$ cat src/rtl/perf_pkg.sv
// Shared types for the cache performance counters: controller states and
// read-select encodings.
package perf_pkg;

   typedef enum logic [1:0] {
      IDLE   = 2'd0,
      COUNT  = 2'd1,
      FROZEN = 2'd2
   } perf_state_e;

   localparam logic [1:0] SEL_CYCLES   = 2'd0;
   localparam logic [1:0] SEL_ACCESSES = 2'd1;
   localparam logic [1:0] SEL_HITS     = 2'd2;
   localparam logic [1:0] SEL_STALLS   = 2'd3;

   localparam int NUM_CNT = 4;

endpackage

$ cat src/rtl/perf_event_cntr.sv
// Hold-able event counter with a sticky overflow flag. With PERF_SATURATE_EN
// defined the count sticks at all-ones, otherwise it wraps to zero.
module perf_event_cntr #(
   parameter int CNT_W = 32
) (
   input  logic             clk,
   input  logic             reset,
   input  logic             clr,
   input  logic             inc,
   output logic [CNT_W-1:0] cnt,
   output logic             ovf
);

   localparam logic [CNT_W-1:0] CNT_MAX = '1;
   localparam logic [CNT_W-1:0] CNT_ONE = {{(CNT_W-1){1'b0}}, 1'b1};

   logic [CNT_W-1:0] cnt_q, cnt_d;
   logic             ovf_q, ovf_d;

   always_comb begin
      cnt_d = cnt_q;
      ovf_d = ovf_q;
      if (clr) begin
         cnt_d = '0;
         ovf_d = 1'b0;
      end else if (inc) begin
         if (cnt_q == CNT_MAX) begin
            ovf_d = 1'b1;
`ifdef PERF_SATURATE_EN
            cnt_d = CNT_MAX;
`else
            cnt_d = '0;
`endif
         end else begin
            cnt_d = cnt_q + CNT_ONE;
         end
      end
   end

   always_ff @(posedge clk or posedge reset) begin
      if (reset) begin
         cnt_q <= '0;
         ovf_q <= 1'b0;
      end else begin
         cnt_q <= cnt_d;
         ovf_q <= ovf_d;
      end
   end

   assign cnt = cnt_q;
   assign ovf = ovf_q;

endmodule

$ cat src/rtl/cache_perf_counters.sv
// Cache event counters (cycles/accesses/hits/stalls) under a run/freeze/clear
// controller, with a registered read port. PERF_SATURATE_EN selects saturation.
//
// state  | meaning
// IDLE   | cleared or after reset, counters held
// COUNT  | counters advance on their events
// FROZEN | counting paused, values retained until start or clear
module cache_perf_counters
   import perf_pkg::*;
#(
   parameter int CNT_W = 32
) (
   input  logic             clk,
   input  logic             reset,
   input  logic             start,
   input  logic             freeze,
   input  logic             clear,
   input  logic             access_valid,
   input  logic             access_hit,
   input  logic             stall,
   input  logic [1:0]       rd_sel,
   output logic [CNT_W-1:0] rd_data,
   output logic             overflow,
   output logic             busy
);

   perf_state_e state_q, state_d;
   logic        cnt_en;

   logic [CNT_W-1:0]   cnt_val [NUM_CNT];
   logic [NUM_CNT-1:0] ovf_flag;
   logic [NUM_CNT-1:0] inc;

   logic [CNT_W-1:0] rd_data_q, rd_data_d;

   always_ff @(posedge clk or posedge reset) begin
      if (reset) state_q <= IDLE;
      else       state_q <= state_d;
   end

   // clear outranks start/freeze; in COUNT freeze outranks start
   always_comb begin
      state_d = state_q;
      if (clear) begin
         state_d = IDLE;
      end else begin
         case (state_q)
            IDLE:    if (start)  state_d = COUNT;
            COUNT:   if (freeze) state_d = FROZEN;
            FROZEN:  if (start)  state_d = COUNT;
            default: state_d = IDLE;
         endcase
      end
   end

   always_comb begin
      busy   = (state_q == COUNT);
      cnt_en = (state_q == COUNT);
   end

   assign inc[SEL_CYCLES]   = cnt_en;
   assign inc[SEL_ACCESSES] = cnt_en & access_valid;
   assign inc[SEL_HITS]     = cnt_en & access_valid & access_hit;
   assign inc[SEL_STALLS]   = cnt_en & stall;

   for (genvar g = 0; g < NUM_CNT; g++) begin : g_cntr
      perf_event_cntr #(.CNT_W(CNT_W)) u_cntr (
         .clk   (clk),
         .reset (reset),
         .clr   (clear),
         .inc   (inc[g]),
         .cnt   (cnt_val[g]),
         .ovf   (ovf_flag[g])
      );
   end

   // read port samples the pre-increment value of the selected counter
   always_comb begin
      rd_data_d = cnt_val[0];
      case (rd_sel)
         SEL_CYCLES:   rd_data_d = cnt_val[0];
         SEL_ACCESSES: rd_data_d = cnt_val[1];
         SEL_HITS:     rd_data_d = cnt_val[2];
         SEL_STALLS:   rd_data_d = cnt_val[3];
         default:      rd_data_d = cnt_val[0];
      endcase
   end

   always_ff @(posedge clk or posedge reset) begin
      if (reset) rd_data_q <= '0;
      else       rd_data_q <= rd_data_d;
   end

   assign rd_data  = rd_data_q;
   assign overflow = |ovf_flag;

endmodule

$ cat config.mk
export PLATFORM = sky130hd
export DESIGN_NAME = cache_perf_counters
export DESIGN_NICKNAME = d
export VERILOG_FILES = /design/src/rtl/perf_pkg.sv /design/src/rtl/perf_event_cntr.sv /design/src/rtl/cache_perf_counters.sv
export SDC_FILE = /design/constraint.sdc
export NUM_CORES = 1
export LEC_CHECK = 0
export BUFFER_PORTS_ARGS = -buffer_cell sky130_fd_sc_hd__buf_2
export CAP_MARGIN = 5
export CORE_MARGIN = 2
export CORE_UTILIZATION = 55
export DETAILED_ROUTE_END_ITERATION = 16
export PLACE_DENSITY_LB_ADDON = 0.25
export SLEW_MARGIN = 10
export SYNTH_ARGS = -nofsm -noshare
export SYNTH_HDL_FRONTEND = slang
export SYNTH_SLANG_ARGS = --single-unit
$ cat constraint.sdc
create_clock -name clk -period 11.7 [get_ports clk]
set_input_delay 1.17 -clock clk [delete_from_list [all_inputs] [get_ports clk]]
set_output_delay 1.17 -clock clk [all_outputs]
set_load 0.02 [all_outputs]
### Word level (Yosys, flattened, before mapping)

Index checks and enable logic that the tools add are counted.

| word-level totals | value |
|---|---|
| register bits after elaboration | 166 |
| bits of input ports | 10 |
| output and inout port bits | 34 |
| word-level logic and storage cells | 74 |

| cells by class | value |
|---|---|
| add/sub/neg operators | 4 |
| eq/ne operators | 11 |
| muxes and demuxes | 29 |
| bitwise logic cells | 3 |
| reduce and logical (&&, ||, !) cells | 17 |

Operators with widths:

| cell | count |
|---|---|
| 32-bit 2-to-1 mux | 12 |
| 32-bit by 1-bit adder with 32-bit output, second input constant | 4 |
| 32-bit == test, second input constant | 4 |
| 32-bit case mux with 4 select lines | 1 |
| 2-bit nonzero test | 8 |
| 1-bit 2-to-1 mux | 12 |
| 2-bit AND reduction | 5 |
| 2-bit == test, second input constant | 3 |
| 2-bit 2-to-1 mux | 3 |
| 2-bit by 1-bit == test with 1-bit output, second input constant | 2 |
| 2-bit zero test | 2 |
| 2-bit case mux with 2 select lines | 1 |
| 4-bit OR reduction | 1 |
| 1-bit AND | 3 |
| 3-bit by 1-bit != test with 1-bit output, second input constant | 1 |
| 3-bit != test, second input constant | 1 |
| 2-bit OR reduction | 1 |

### Depth between registers and ports, before layout

| logic depth | value |
|---|---|
| depth after elaboration | 5 |
| depth in mapped cells | 8 |
| gate-level depth less buffers | 6 |

### By module

A second synthesis with hierarchy kept.

| second synthesis, totals | value |
|---|---|
| cells, all modules | 893 |
| area, all modules | 9275.1 um^2 |

Modules (own cells, without submodules):

| module | times used | cells an instance | area each (um^2) | seq. area each (um^2) |
|---|---|---|---|---|
| perf_event_cntr | 4 | 202 | 1883.1 | 825.8 |
| cache_perf_counters | 1 | 85 | 1742.9 | 850.8 |

### Worst setup path before layout

No wires, ideal clock.

| path | value |
|---|---|
| path kind | input-to-reg |
| start point | input port access_hit |
| end point | register g_cntr[2].u_cntr.cnt_q[29] |
| setup time | 0.121 ns |
| data arrival time | 2.355 ns |
| data required time | 11.579 ns |
| slack | 9.223 ns |
| cell stages on the path | 7 |
| path buffers | 2 |
| path through | and4b_1 -> clkbuf_1 -> o2111ai_1 -> clkbuf_1 -> nor4_1 -> xnor2_1 -> nor2_1 |

| between the ends | value |
|---|---|
| longest elaborated chain between the ends | 2 |

RTL lines:

| element | line | text |
|---|---|---|
| start, declared | cache_perf_counters.sv:19 | `input logic access_hit,` |
| 1-bit AND | cache_perf_counters.sv:63 | `assign inc[SEL_HITS] = cnt_en & access_valid & access_hit;` |
| 2-bit nonzero test (no source line) | -- |  |
| end signal, assigned | perf_event_cntr.sv:45 | `cnt_q <= cnt_d;` |
| end, declared | perf_event_cntr.sv:17 | `logic [CNT_W-1:0] cnt_q, cnt_d;` |

Every way passes these cells.
A chain may end at the register's enable or synchronous reset.

### Worst setup path after layout

| path | value |
|---|---|
| start point | input port clear |
| end point | register g_cntr[0].u_cntr.cnt_q[31] |

| between the ends | value |
|---|---|
| longest elaborated chain between the ends | 1 |
| elaborated cells on any way between the ends | 2 |
| those cells by class | mux (1); reduce/logical (1) |

RTL lines:

| element | line | text |
|---|---|---|
| start, declared | cache_perf_counters.sv:17 | `input logic clear,` |
| 32-bit 2-to-1 mux or 2-bit nonzero test (tied branches) | -- |  |
| end signal, assigned | perf_event_cntr.sv:45 |  |
| end, declared | perf_event_cntr.sv:17 |  |

Parallel ways exist; a longest one is shown, timed or not.

==> impl_results.md <==
- Internal power: ~0.93 mW
- Clock transition at the registers of the reported paths: around 0.07 ns
- Worst r2r src: state_q[1]
- Largest net degree at the start of global routing: 85
- Global Route Usage Sum: 0.268
- Commonest non-fill, non-tap cell in the layout: dfrtp_1
- I/O Buffers: 43
- Syn avg cell area: 10.7 µm²
- Most frequent cells in the layout: dfrtp_1 (166), nor2_1 (148), xnor2_1 (78), nand2_1 (51), buf_2 (43)
- Cell Area, Synth: around 8500 µm²
- Main synth FF type: dfrtp_1
- Post-route clock period utilization: 0.297
- WP data arrival: around 3.8 ns
- Power per cell area: 128 nW/µm²
- Worst min-delay path category: reg -> reg
- Net Count, Synth: ~800
- CTS Buffer Depth: 2
- R2R cell count: 5
- Post-CTS sizing: 0
- Run status: finished clean
- Total number of vias: roughly 6300
- # DRC: 0
- Worst skew pair latency: 0.43 ns
- RSZ-0062 raised after global routing: no
- Layout cell share with drive strength beyond 1: 0.166
- GRT Residual Overflow: 0
- WL final: between 20 and 25 mm
- Post-DP HPWL: between 10 and 15 mm
- Reg2reg end: g_cntr[0].u_cntr.cnt[31]
- H-tree Lvls: 4
- DIE HEIGHT: 128 µm
- Hold violation total from the final report: 0
- Final worst slack: 8.23 ns
- Sequential-to-total area share from yosys stat: 0.488
- R2R setup slack: 8.96 ns
- Ys async rst share: 1.00
- FP Rows: 45
- Layout Skew: ~0.0083 ns
- Achievable Freq: around 290 MHz
- Sw Share: 0.228
- Leak Pwr: about 4 nW
- Setup Viol. Count Final: 0
- Clk network pwr share: 0.486
- Fin. max-slew vios: 0
- Worst EP required: about 12 ns
- Wire length per cell: 20.2 µm
- Combinational share of power: 0.034
- Max VDD drop: ~0.00010 V
- Post-synth EDFFs: 0
- CP Launch Type: input port
- Top-level port count: 44
- Crit Path Category: in -> reg
- Yosys cell types: 54
- Actual slew at the worst max-slew pin: 1.23 ns
- Initial Utilization: 0.562
- Die X: around 130 µm
- CORE AREA: 15100 µm²
- Post-Syn Instances: 799
- Sequential power share: 0.480
- Final min period: 3.47 ns
- # clock sinks: roughly 170
- # diodes: 0
- Global placer's final weighted congestion: around 0.95
- Post CTS Setup Buffer Count: 0
- Layout Nets: 844
- Register bit total from synthesis: 166
- Initial antenna violation count: 1
- CTS Buf Count: 17
- Number of max-cap violations: 0
- Post-CTS Hold Buffers: 0
- Antenna-violating nets left: 0
- Initial DRC Count: 602
- Place WS: 7.89 ns
- Hold Path End: g_cntr[3].u_cntr.ovf
- First-pass GRT wire length: 33.3 mm
- Hold depth: 1
- Area growth, synth to finish: 10.8%
- CTS tree: built
- Via/cell ratio: approximately 6
- Number of global-route vias before repair: approximately 6100
- Root buf cell: clkbuf_16
- Warnings from Yosys: 0
- Fillers: between 1000 and 1500
- Min-delay src: g_cntr[3].u_cntr.ovf
- Drt pass-1 iters: 4
- Element type at the critical path end: flip-flop
- Die area: about 16000 µm²
- Worst slew margin: 0.178
- Psw: approximately 0.27 mW
- Setup tns final: 0 ns
- CP Max Fanout: 29
## synth_stat cells (2+ instances only)
| cell | number | area share |
|---|---|---|
| and3b_1 | 3 | 0.0031 |
| o21ai_0 | 3 | 0.0018 |
| nand2_1 | 51 | 0.022 |
| o2111ai_1 | 5 | 0.0051 |
| buf_2 | 12 | 0.0071 |
| buf_4 | 6 | 0.0053 |
| nand4b_1 | 2 | 0.0021 |
| buf_6 | 3 | 0.0040 |
| nor3_1 | 34 | 0.020 |
| o21a_1 | 4 | 0.0035 |
| nand4_1 | 30 | 0.022 |
| dfrtp_1 | 166 | 0.49 |
| xnor2_1 | 78 | 0.080 |
| nor2_1 | 148 | 0.065 |
| o211ai_1 | 3 | 0.0026 |
| nor3_2 | 5 | 0.0059 |
| and2_1 | 5 | 0.0037 |
| or4_1 | 2 | 0.0018 |
| o21ai_2 | 3 | 0.0031 |
| clkbuf_1 | 14 | 0.0062 |
| xor2_1 | 40 | 0.041 |
| nor4_2 | 2 | 0.0029 |
| inv_1 | 20 | 0.0088 |
| nand3_1 | 41 | 0.024 |
| nand4_2 | 6 | 0.0088 |
| ha_1 | 4 | 0.0059 |
| nor4_4 | 2 | 0.0050 |
| and4_1 | 16 | 0.016 |
| mux4_2 | 31 | 0.082 |
| a21oi_1 | 13 | 0.0076 |
| or4_4 | 2 | 0.0026 |
| and3_1 | 7 | 0.0051 |
| nor4_1 | 17 | 0.012 |
## power groups by stage
stage	Clock (mW)	Sequential (mW)	Combinational (mW)
2_1_floorplan	0	0.588	0.0327
3_3_place_gp	0	0.588	0.0403
3_5_place_dp	0	0.589	0.0415
4_1_cts	0.591	0.578	0.0415
5_1_grt	0.621	0.578	0.0460
6_report	0.584	0.578	0.0409
## logic make-up (layout without fill, tap and decap cells)
logic type / after synthesis / count (layout) / synth area share
fa+ha+maj: 4 / 4 / 0.00588
compound gates: 38 / 38 / 0.0316
buf+inv: 58 / 102 / 0.0338
simple gates: 383 / 383 / 0.234
xor+xnor: 118 / 118 / 0.121
mux: 32 / 32 / 0.0851
flops: 166 / 166 / 0.488
## layout make-up
type | instances | area [µm²] | area share
clock inverter | 13 | 173 | 0.0183
tap | 188 | 235 | 0.0249
timing repair buffer | 49 | 260 | 0.0276
multi-input combinational | 575 | 4090 | 0.433
sequential | 166 | 4150 | 0.440
inverter | 21 | 83.8 | 0.00888
clock buffer | 19 | 443 | 0.0469
## sequential cells by signal (all words and copies together) (netlist names)
register           cells
g_cntr.u_cntr.cnt    128
g_cntr.u_cntr.ovf      4
state_q                2
rd_data               32
## critical path, stage by stage
cell,delay (ns)
buf_2,0.43
inv_1,0.31
a21oi_1,1.00
nand3_2,0.23
or4_1,0.53
a21oi_1,0.15
## worst max path at each step
stage,from,end,slack [ns],cells past startpoint
2_1_floorplan,reset,g_cntr[0].u_cntr.cnt[0],6.04,1
3_3_place_gp,clear,g_cntr[0].u_cntr.cnt[31],7.99,6
3_5_place_dp,clear,g_cntr[0].u_cntr.cnt[31],7.89,6
4_1_cts,clear,g_cntr[0].u_cntr.cnt[31],8.36,6
5_1_grt,clear,g_cntr[0].u_cntr.cnt[31],8.08,6
6_report,clear,g_cntr[0].u_cntr.cnt[31],8.23,6
## per-stage QoR
step                area [µm²]  power [mW]   util  instances  hold WS [ns]
CTS                       9430        1.21  0.622       1031         0.492
detailed placement        8810       0.630  0.582        999         0.477
global placement          8810       0.629  0.582        999         0.470
global route              9440        1.24  0.623       1031         0.511
finish                    9440        1.20  0.623       1031         0.491
floorplan                 8520       0.621      -        799         0.454
## routing by layer
metal | GRT usage | share of wire | vias to the layer above | wire length, µm
li1 | - | - | 2856 | -
met1 | 0.390 | 0.44 | 3215 | 9210
met3 | 0.0611 | 0.063 | 23 | 1310
met5 | 0 | 0 | - | 0
met2 | 0.407 | 0.48 | 175 | 9970
met4 | 0.0847 | 0.017 | 0 | 350
No activity file was read; power rests on OpenSTA's default activity.
